===== config.mk =====
export PLATFORM = sky130hd
export DESIGN_NAME = dac_frame_seq
export DESIGN_NICKNAME = d
export VERILOG_FILES = /design/src/rtl/dac_frame_seq.sv
export SDC_FILE = /design/constraint.sdc
export NUM_CORES = 1
export LEC_CHECK = 0
export CAP_MARGIN = 15
export CORE_MARGIN = 1
export CORE_UTILIZATION = 45
export DETAILED_ROUTE_END_ITERATION = 7
export PLACE_DENSITY = 0.59
export REMOVE_ABC_BUFFERS = 1
export SLEW_MARGIN = 0
export SYNTH_ARGS = -nofsm -noshare
export SYNTH_HDL_FRONTEND = slang
export SYNTH_SLANG_ARGS = --single-unit

===== constraint.sdc =====
create_clock -name clk -period 7.3 [get_ports clk]
set_input_delay 1.46 -clock clk [delete_from_list [all_inputs] [get_ports clk]]
set_output_delay 1.46 -clock clk [all_outputs]
set_load 0.05 [all_outputs]

===== src/rtl/dac_frame_seq.sv =====
// Multi-channel DAC frame sequencer: shared interleaved FIFO, sample-rate divider and frame-load FSM.
// Optional build macro DAC_FRAME_SEQ_TWOS_COMP_EN converts two's-complement words to offset binary on load.
module dac_frame_seq #(
    parameter int DW       = 10,
    parameter int CH       = 2,
    parameter int FIFO_AW  = 5,
    parameter int CLKDIV_W = 20
) (
    input  logic                  clk,
    input  logic                  rst_n,
    input  logic                  en,
    input  logic                  clk_en,
    input  logic [CLKDIV_W-1:0]   clkdiv,
    input  logic [DW-1:0]         data,
    input  logic                  wr,
    input  logic                  flush,
    input  logic [FIFO_AW:0]      fifo_threshold,
    input  logic                  flags_clr,
    output logic [CH*DW-1:0]      dac_data,
    output logic                  dac_ld,
    output logic [FIFO_AW:0]      level,
    output logic                  empty,
    output logic                  full,
    output logic                  low,
    output logic                  underrun,
    output logic                  overflow
);

    localparam int DEPTH = 2 ** FIFO_AW;
    localparam int IDX_W = (CH > 1) ? $clog2(CH) : 1;
    localparam logic [FIFO_AW:0] LVL_CH   = (FIFO_AW + 1)'(CH);
    localparam logic [FIFO_AW:0] LVL_FULL = (FIFO_AW + 1)'(DEPTH);
    localparam logic [IDX_W-1:0] IDX_LAST = IDX_W'(CH - 1);

    typedef enum logic [1:0] {
        ST_IDLE,
        ST_RD,
        ST_LD
    } state_t;

    function automatic logic [DW-1:0] to_dac(input logic [DW-1:0] w);
        logic [DW-1:0] msb;
        msb         = '0;
        msb[DW-1]   = 1'b1;
`ifdef DAC_FRAME_SEQ_TWOS_COMP_EN
        return w ^ msb;
`else
        return w | (msb & '0);
`endif
    endfunction

    // ------------------------------------------------------------------
    // Sample-rate divider
    // ------------------------------------------------------------------
    logic [CLKDIV_W-1:0] ctr_q, ctr_d;
    logic                tick_q, tick_d;

    always_comb begin
        // NOTE: every variable gets a default first so no path leaves it unassigned (no latch).
        ctr_d  = ctr_q;
        tick_d = 1'b0;
        if (!en) begin
            ctr_d = '0;
        end else if (clk_en) begin
            if (ctr_q == clkdiv) begin
                ctr_d  = '0;
                tick_d = 1'b1;
            end else begin
                ctr_d = ctr_q + CLKDIV_W'(1);
            end
        end
    end

    // ------------------------------------------------------------------
    // Shared FIFO
    // ------------------------------------------------------------------
    logic [DW-1:0]      mem [DEPTH];
    logic [FIFO_AW-1:0] wr_ptr_q, wr_ptr_d;
    logic [FIFO_AW-1:0] rd_ptr_q, rd_ptr_d;
    logic [FIFO_AW:0]   level_q, level_d;
    logic               full_w;
    logic               push;
    logic               pop;
    logic [DW-1:0]      head;

    state_t state_q, state_d;

    assign full_w = (level_q == LVL_FULL);
    assign push   = wr & ~full_w & ~flush;
    assign pop    = (state_q == ST_RD) & ~flush;
    assign head   = mem[rd_ptr_q];

    always_comb begin
        wr_ptr_d = wr_ptr_q;
        rd_ptr_d = rd_ptr_q;
        level_d  = level_q;
        if (flush) begin
            wr_ptr_d = '0;
            rd_ptr_d = '0;
            level_d  = '0;
        end else begin
            if (push) wr_ptr_d = wr_ptr_q + FIFO_AW'(1);
            if (pop)  rd_ptr_d = rd_ptr_q + FIFO_AW'(1);
            case ({push, pop})
                2'b10:   level_d = level_q + (FIFO_AW + 1)'(1);
                2'b01:   level_d = level_q - (FIFO_AW + 1)'(1);
                default: level_d = level_q;
            endcase
        end
    end

    // NOTE: storage array has no reset; words are only ever read behind the write pointer.
    always_ff @(posedge clk) begin
        if (push) mem[wr_ptr_q] <= data;
    end

    // ------------------------------------------------------------------
    // Frame-load FSM
    // ------------------------------------------------------------------
    logic [IDX_W-1:0] idx_q, idx_d;
    logic [CH*DW-1:0] shadow_q, shadow_d;
    logic [CH*DW-1:0] dac_data_q, dac_data_d;
    logic             dac_ld_q, dac_ld_d;
    logic             underrun_q, underrun_d;
    logic             overflow_q, overflow_d;
    logic             tick_en;
    logic             underrun_set;

    assign tick_en = tick_q & en;

    always_comb begin
        state_d      = state_q;
        idx_d        = idx_q;
        shadow_d     = shadow_q;
        dac_data_d   = dac_data_q;
        underrun_set = 1'b0;
        case (state_q)
            ST_IDLE: begin
                // A tick colliding with flush is treated as part of the abort.
                if (tick_en && !flush) begin
                    if (level_q >= LVL_CH) begin
                        state_d = ST_RD;
                        idx_d   = '0;
                    end else begin
                        underrun_set = 1'b1;
                    end
                end
            end
            ST_RD: begin
                if (flush) begin
                    state_d = ST_IDLE;
                end else begin
                    shadow_d[idx_q*DW +: DW] = head;
                    idx_d                    = idx_q + IDX_W'(1);
                    if (idx_q == IDX_LAST) begin
                        state_d = ST_LD;
                        for (int k = 0; k < CH - 1; k++) begin
                            dac_data_d[k*DW +: DW] = to_dac(shadow_q[k*DW +: DW]);
                        end
                        dac_data_d[(CH-1)*DW +: DW] = to_dac(head);
                    end
                end
            end
            ST_LD:   state_d = ST_IDLE;
            default: state_d = ST_IDLE;
        endcase
    end

    assign dac_ld_d   = (state_d == ST_LD);
    assign underrun_d = underrun_set | (underrun_q & ~flags_clr);
    assign overflow_d = (wr & full_w) | (overflow_q & ~flags_clr);

    // NOTE: sequential state uses non-blocking assignments so all flops update from pre-edge values.
    always_ff @(posedge clk or negedge rst_n) begin
        if (!rst_n) begin
            ctr_q      <= '0;
            tick_q     <= 1'b0;
            wr_ptr_q   <= '0;
            rd_ptr_q   <= '0;
            level_q    <= '0;
            state_q    <= ST_IDLE;
            idx_q      <= '0;
            shadow_q   <= '0;
            dac_data_q <= '0;
            dac_ld_q   <= 1'b0;
            underrun_q <= 1'b0;
            overflow_q <= 1'b0;
        end else begin
            ctr_q      <= ctr_d;
            tick_q     <= tick_d;
            wr_ptr_q   <= wr_ptr_d;
            rd_ptr_q   <= rd_ptr_d;
            level_q    <= level_d;
            state_q    <= state_d;
            idx_q      <= idx_d;
            shadow_q   <= shadow_d;
            dac_data_q <= dac_data_d;
            dac_ld_q   <= dac_ld_d;
            underrun_q <= underrun_d;
            overflow_q <= overflow_d;
        end
    end

    assign dac_data = dac_data_q;
    assign dac_ld   = dac_ld_q;
    assign level    = level_q;
    assign empty    = (level_q == '0);
    assign full     = full_w;
    assign low      = (level_q < fifo_threshold);
    assign underrun = underrun_q;
    assign overflow = overflow_q;

endmodule


==> summary.txt, run 1 <==
Iter 0 DRT Violations: 644
Most frequent cell after synthesis: edfxtp_1
Total GRT Usage: 19.4%
Period utilization: 70.3%
Setup TNS: 0 ns
Power Total: 4.63 mW
Root Buffer: clkbuf_16
Top cell type's share of synthesized area: 59.3%
Grt ovf: 0
Largest net degree at the start of global routing: 83
Critical Path RT: 5.84 ns
Sink Count: 393
Worst Hold Class: register to register
Final Routed Wirelength: 34900 um
Crit path time final: 5.13 ns
Simple-Gate Fraction of Synth Area: 7.39%
FF-to-FF Start: level[2]$_DFFE_PN0P_
Antenna cells: 0
Post-DR vias/cell: 5.52
Outcome: finished clean
Top_reg_cell synth: edfxtp_1
Die Wd: 192 um
Crit path launch type: input port
WS Path Type: input port to primary output
Final RePlAce weighted congestion: 0.787
RSZ-0062 raised after global routing: no
Worst Hold End: underrun$_DFF_PN0_
Largest family of logic cells by synthesized area: multiplexers
PwrDens: 247 nW/um2
Reg2Reg Capture Point: mem[20][2]$_DFFE_PP_
Max Cap Violations: 0
Multiplexer area fraction after synthesis: 11.4%
Layout cells sized above 1: 13.8%
Worst VDD drop: 0.198 mV
Hold_buf cts: 0
Number of global-route vias before repair: 8564
Hold depth: 1
Register area share after synthesis: 70.6%
Clock Latency Late Sink: 0.53 ns
Top cells by area, synth: edfxtp_1 59%, dfrtp_1 11%, mux4_2 5.6%
Total number of vias: 8710
Die area: 36800 um2
Rows: 69
Reg2reg setup slack: 4.14 ns
Post CTS Setup Buffer Count: 0
Initial Utilization: 45.6%
I/O Buffers: 74
Setup crit end kind: primary output
Post-Synth XOR/XNOR Area: 2.43%
Total CTS buffers: 41
CP arrival: 3.67 ns
Slew @ Worst Pin: 0.997 ns
Syn Area/Cell: 16.2 um2
Initial antenna violation count: 0
Synthesis-stage register bit count: 393
Chip height: 192 um
WL/cell: 22.1 um
Slew Limit Fails: 0
Routed Antenna Nets: 0
Final hold vios: 0
Area Growth Syn to Fin: 15.6%
Syn Std Cell Area: 16200 um2
H-tree Lvls: 2
Final setup violating endpoints: 0
Post-Syn Instances: 1000
Post-DP HPWL: 21900 um
CTS Buffer Depth: 3
Remaining DRCs: 0
Clock transition at path regs: 0.06 ns
Post-cts sizing count: 0
Clock tree from TritonCTS: built
Post-Synth Adder-Cell Area: 1.08%
TritonRoute pass-1 iters: 5
Final Skew: 0.0216 ns
Rel. slew slack: 33.5%
Achievable Freq: 195 MHz
Pleak: 6.19 nW
Number of warnings issued by yosys: 0
IO Count: 75
Async S/R FF share, synth: 18.6%
First-pass GRT wire length: 52400 um
Yosys cell types: 62
Core area: 35500 um2
Crit Path Max Fanout: 1
Register-to-Register Path Depth: 5
Critical hold path startpoint: underrun$_DFF_PN0_
Cell taking the most area after synthesis: edfxtp_1
Synth top cells by count: 320 x edfxtp_1, 103 x nor2_1, 83 x mux2i_1
Post-synthesis compound-gate area fraction: 4.91%
Final nets: 1143
EDFF count, synth: 320
-- layer usage --
layer  vias to the layer above  part of all wire, %  routed length (um)  global-route usage, %
met5                         -                    0                   0                      0
met2                       211                   47               16300                   30.1
li1                       4032                    -                   -                      -
met3                        39                  4.8                1690                   2.70
met4                         0                  1.8                 616                   4.95
met1                      4428                   47               16200                   28.7
-- worst max-delay path by stage --
stage | start | to | depth (start not counted)
after detailed placement | fifo_threshold[1] | low | 9
after CTS | fifo_threshold[1] | low | 9
after floorplan | rd_ptr_q[2]$_DFFE_PN0P_ | shadow_q[6]$_DFFE_PN0P_ | 4
after global placement | fifo_threshold[1] | low | 9
after global routing | fifo_threshold[1] | low | 9
final | fifo_threshold[1] | low | 9
-- final cells by class --
type                       instances  area [um2]
timing repair buffer              93         897
tap                              461         577
clock inverter                    26         206
fill                            2936       16800
clock buffer                      49        1130
sequential                       393       11400
inverter                          18        67.6
multi-input combinational        539        4410
-- logic make-up (layout without fill, tap and decap cells) --
logic type                 count (synthesis)  count (layout)
adders and majority gates                 14              14
buffers and inverters                     68             186
DFF                                      393             393
AOI/OAI and AO/OA                        113             113
and+or+nand+nor                          234             234
xor gates and xnor gates                  45              45
muxes                                    133             133
-- flip-flops by register name (all words and copies together) (netlist names) --
signal,flops
mem,320
ctr_q,20
dac_data,20
shadow_q,10
level,6
rd_ptr_q,5
wr_ptr_q,5
state_q,2
dac_ld,1
idx_q,1
overflow,1
tick_q,1
underrun,1
-- metrics by stage --
step	cells	instance area (um2)	setup WS [ns]	utilization [%]	hold slack, ns
after floorplan	950	15900	2.50	-	0.480
after detailed placement	1504	17400	2.16	49.0	0.483
after CTS	1579	18700	2.15	52.8	0.498
final	1579	18700	2.17	52.8	0.494
after global routing	1579	18700	2.03	52.8	0.524
after global placement	1503	17400	2.15	49.0	0.479
-- placed cells by master, fill, tap and decap left out, types with 3 or more instances in the layout --
master           Yosys  layout
edfxtp_1           320     320
nor2_1             103     103
mux2i_1             83      83
clkdlybuf4s50_1      0      73
dfrtp_1             73      71
a22oi_1             60      60
clkbuf_16            0      43
mux4_2              40      40
nand3_1             31      31
nand2_1             28      28
a21oi_1             24      24
xnor2_1             23      23
xor2_1              22      22
inv_1               18      18
buf_4                7      18
ha_1                14      14
clkinv_2             0      13
and4_1              11      11
o21ai_0             10      10
nor3_1              10      10
nand4_1             10      10
mux2_2              10      10
clkinv_1             0       7
nor2b_1              5       5
and3_1               4       4
nand3b_1             4       4
a21boi_0             4       4
nor4_1               4       4
clkbuf_1            17       3
clkbuf_8             1       3
bufinv_16            0       3
-- report_power, final --
| group | leakage [nW] | switching [mW] | internal, mW |
|---|---|---|---|
| registers | 3.89 | 0.00775 | 2.44 |
| logic | 1.63 | 0.0877 | 0.0484 |
| clock network | 0.668 | 0.841 | 1.21 |
| total | 6.19 | 0.936 | 3.69 |
-- worst max-delay path, stage by stage --
cell	delay, ns
clkdlybuf4s50_1	0.46
inv_1	0.04
ha_1	0.27
a21boi_0	0.12
o21ai_0	0.13
a21boi_0	0.10
o21ai_0	0.15
o2bb2ai_1	0.13
clkdlybuf4s50_1	0.82
Power figures use the tool's default switching activity.
==> run 2: changes to the inputs <==
==> constraint.sdc (replaced) <==
create_clock -name clk -period 5.3 [get_ports clk]
set_input_delay 1.06 -clock clk [delete_from_list [all_inputs] [get_ports clk]]
set_output_delay 1.06 -clock clk [all_outputs]
set_load 0.05 [all_outputs]
==> run 2 against run 1 <==
Effect of this change: combinational power increased by 40%; clock skew decreased by 0.0038 ns; cell count increased by 0.63%; hold slack got worse by 0.0015 ns.
==> summary.txt, run 2 (synthesis gave the netlist of run 1 again) <==
Reg2reg setup slack: 2.05 ns (-2.09 ns)
Largest net degree at the start of global routing: 81 (-2.4%)
Number of global-route vias before repair: 8803 (+2.8%)
Most frequent cells in the layout: 320 x edfxtp_1, 103 x nor2_1, 83 x mux2i_1, 73 x clkdlybuf4s50_1, 71 x dfrtp_1
I/O Buffers: 74 (unchanged)
PwrDens: 343 nW/um2 (+39%)
Slew @ Worst Pin: 1.06 ns (+0.0616 ns)
Rows: 69 (unchanged)
P_sw: 1.30 mW (+39%)
Die Wd: 192 um (unchanged)
Initial antenna violation count: 2 (+2)
IO Count: 75 (unchanged)
Grt ovf: 0 (unchanged)
Worst VDD drop: 0.315 mV (+59%)
Post-cts sizing count: 0 (unchanged)
WL/cell: 22.1 um (about the same)
Pint: 5.17 mW (+40%)
Layout cells sized above 1: 14.6% (+0.85 points)
Final Routed Wirelength: 35100 um (+0.59%)
Comb power frac: 2.9% (about the same)
Setup TNS: 0 ns (unchanged)
Post CTS Setup Buffer Count: 0 (unchanged)
First-pass GRT wire length: 53100 um (+1.3%)
Routed Antenna Nets: 0 (unchanged)
Dpl ws: 0.950 ns (-1.21 ns)
Crit Path Max Fanout: 1 (unchanged)
Achievable Freq: 231 MHz
Rel. slew slack: 29.2% (-4.4 points)
Initial Utilization: 45.6% (unchanged)
Clock tree from TritonCTS: built
Largest register FFs: 320 (unchanged)
Die area: 36800 um2 (unchanged)
Crit path launch type: input port
Max Cap Violations: 0 (unchanged)
Seq pwr share: 52.0% (-0.8 points)
Total number of vias: 8712 (+0.023%)
Total GRT Usage: 19.7% (+0.32 points)
Largest Register: mem
Slew Limit Fails: 0 (unchanged)
Post-DP HPWL: 22600 um (+3.1%)
RSZ-0062 raised after global routing: no
Final Skew: 0.0179 ns (-0.00376 ns)
Period utilization: 81.8%
Total CTS buffers: 41 (unchanged)
Final hold vios: 0 (unchanged)
Iter 0 DRT Violations: 623 (-3.3%)
TritonRoute pass-1 iters: 5 (unchanged)
H-tree Lvls: 2 (unchanged)
Final setup violating endpoints: 0 (unchanged)
Worst Hold Class: register to register
Outcome: finished clean
Leading cell type in the layout, fill and taps excluded: edfxtp_1
WS Path Type: input port to primary output
CP arrival: 3.28 ns (-0.39 ns)
Final nets: 1153 (+0.87%)
Setup crit end kind: primary output
Setup ws final: 0.963 ns (-1.20 ns)
CTS Buffer Depth: 3 (unchanged)
Post-DR vias/cell: 5.48 (-0.61%)
Hold slack: 0.493 ns (-0.00153 ns)
Hold_buf cts: 0 (unchanged)
Clock transition at path regs: 0.06 ns (about the same)
Remaining DRCs: 0 (unchanged)
Core area: 35500 um2 (unchanged)
Critical Path RT: 4.24 ns (-1.60 ns)
Root Buffer: clkbuf_16
Sw Share: 20.1% (-0.15 points)
Area Growth Syn to Fin: 16.5%
Sink Count: 393 (unchanged)
Clock Latency Late Sink: 0.53 ns (about the same)
Crit path time final: 4.34 ns
Antenna cells: 0 (unchanged)
Clock Power Share: 45.1% (+0.8 points)
Final RePlAce weighted congestion: 0.792 (+0.70%)
Chip height: 192 um (unchanged)
Pleak: 6.27 nW (+1.2%)
## run 2: cell types whose count changed in the layout (fill, tap and decap cells not counted), moves of 2 or more
cell / before / now
clkbuf_8: 3 / 5
clkinv_2: 13 / 9
clkinv_1: 7 / 3
buf_4: 18 / 28
clkbuf_1: 3 / 6
## run 2: path summary, 6_finish.rpt
path	from	end	cells past startpoint
min in group asynchronous	rst_n	ctr_q[12]$_DFFE_PN0P_	1
worst min register to register	underrun$_DFF_PN0_	underrun$_DFF_PN0_	1
worst min-delay path	underrun$_DFF_PN0_	underrun$_DFF_PN0_	1
max in group asynchronous	rst_n	rd_ptr_q[2]$_DFFE_PN0P_	2
worst max-delay path	fifo_threshold[1]	low	9
worst max register to register	level[2]$_DFFE_PN0P_	mem[24][4]$_DFFE_PP_	5
## run 2: power groups by stage
stage	Sequential [mW]	Combinational [mW]	Clock [mW]
after detailed placement	3.43	0.192	0
after floorplan	3.43	0.0604	0
after global placement	3.43	0.189	0
after global routing	3.37	0.210	3.08
after CTS	3.37	0.193	2.97
final	3.37	0.191	2.92
## run 2: final cells by class
| type | instances | area (um2) |
|---|---|---|
| Inverter | 18 | 67.6 |
| Clock buffer | 54 | 1170 |
| Tap cell | 461 | 577 |
| Timing Repair Buffer | 103 | 986 |
| Sequential cell | 393 | 11400 |
| Clock inverter | 21 | 218 |
| Fill cell | 2886 | 16600 |
| Multi-Input combinational cell | 539 | 4410 |
## run 2: metal layers
layer	GRT usage, %	vias up	routed length, um
li1	-	4066	-
met1	28.3	4365	15900
met2	31.1	221	16400
met3	3.31	58	1960
met4	5.13	2	828
met5	0	-	13
## run 2: worst max-delay path, stage by stage
cell and delay [ns]:
clkdlybuf4s50_1 0.46, inv_1 0.04, ha_1 0.28, a21boi_0 0.12, o21ai_0 0.14, a21boi_0 0.09, o21ai_0 0.15, o2bb2ai_1 0.13
clkdlybuf4s50_1 0.81
## run 2: per-stage QoR
step	instances	instance area [um2]	power (mW)	util, %
2_1_floorplan	950	15900	3.49	-
3_3_place_gp	1513	17500	3.62	49.2
3_5_place_dp	1513	17500	3.62	49.2
4_1_cts	1588	18800	6.53	53.1
5_1_grt	1589	18900	6.66	53.2
6_report	1589	18900	6.47	53.2
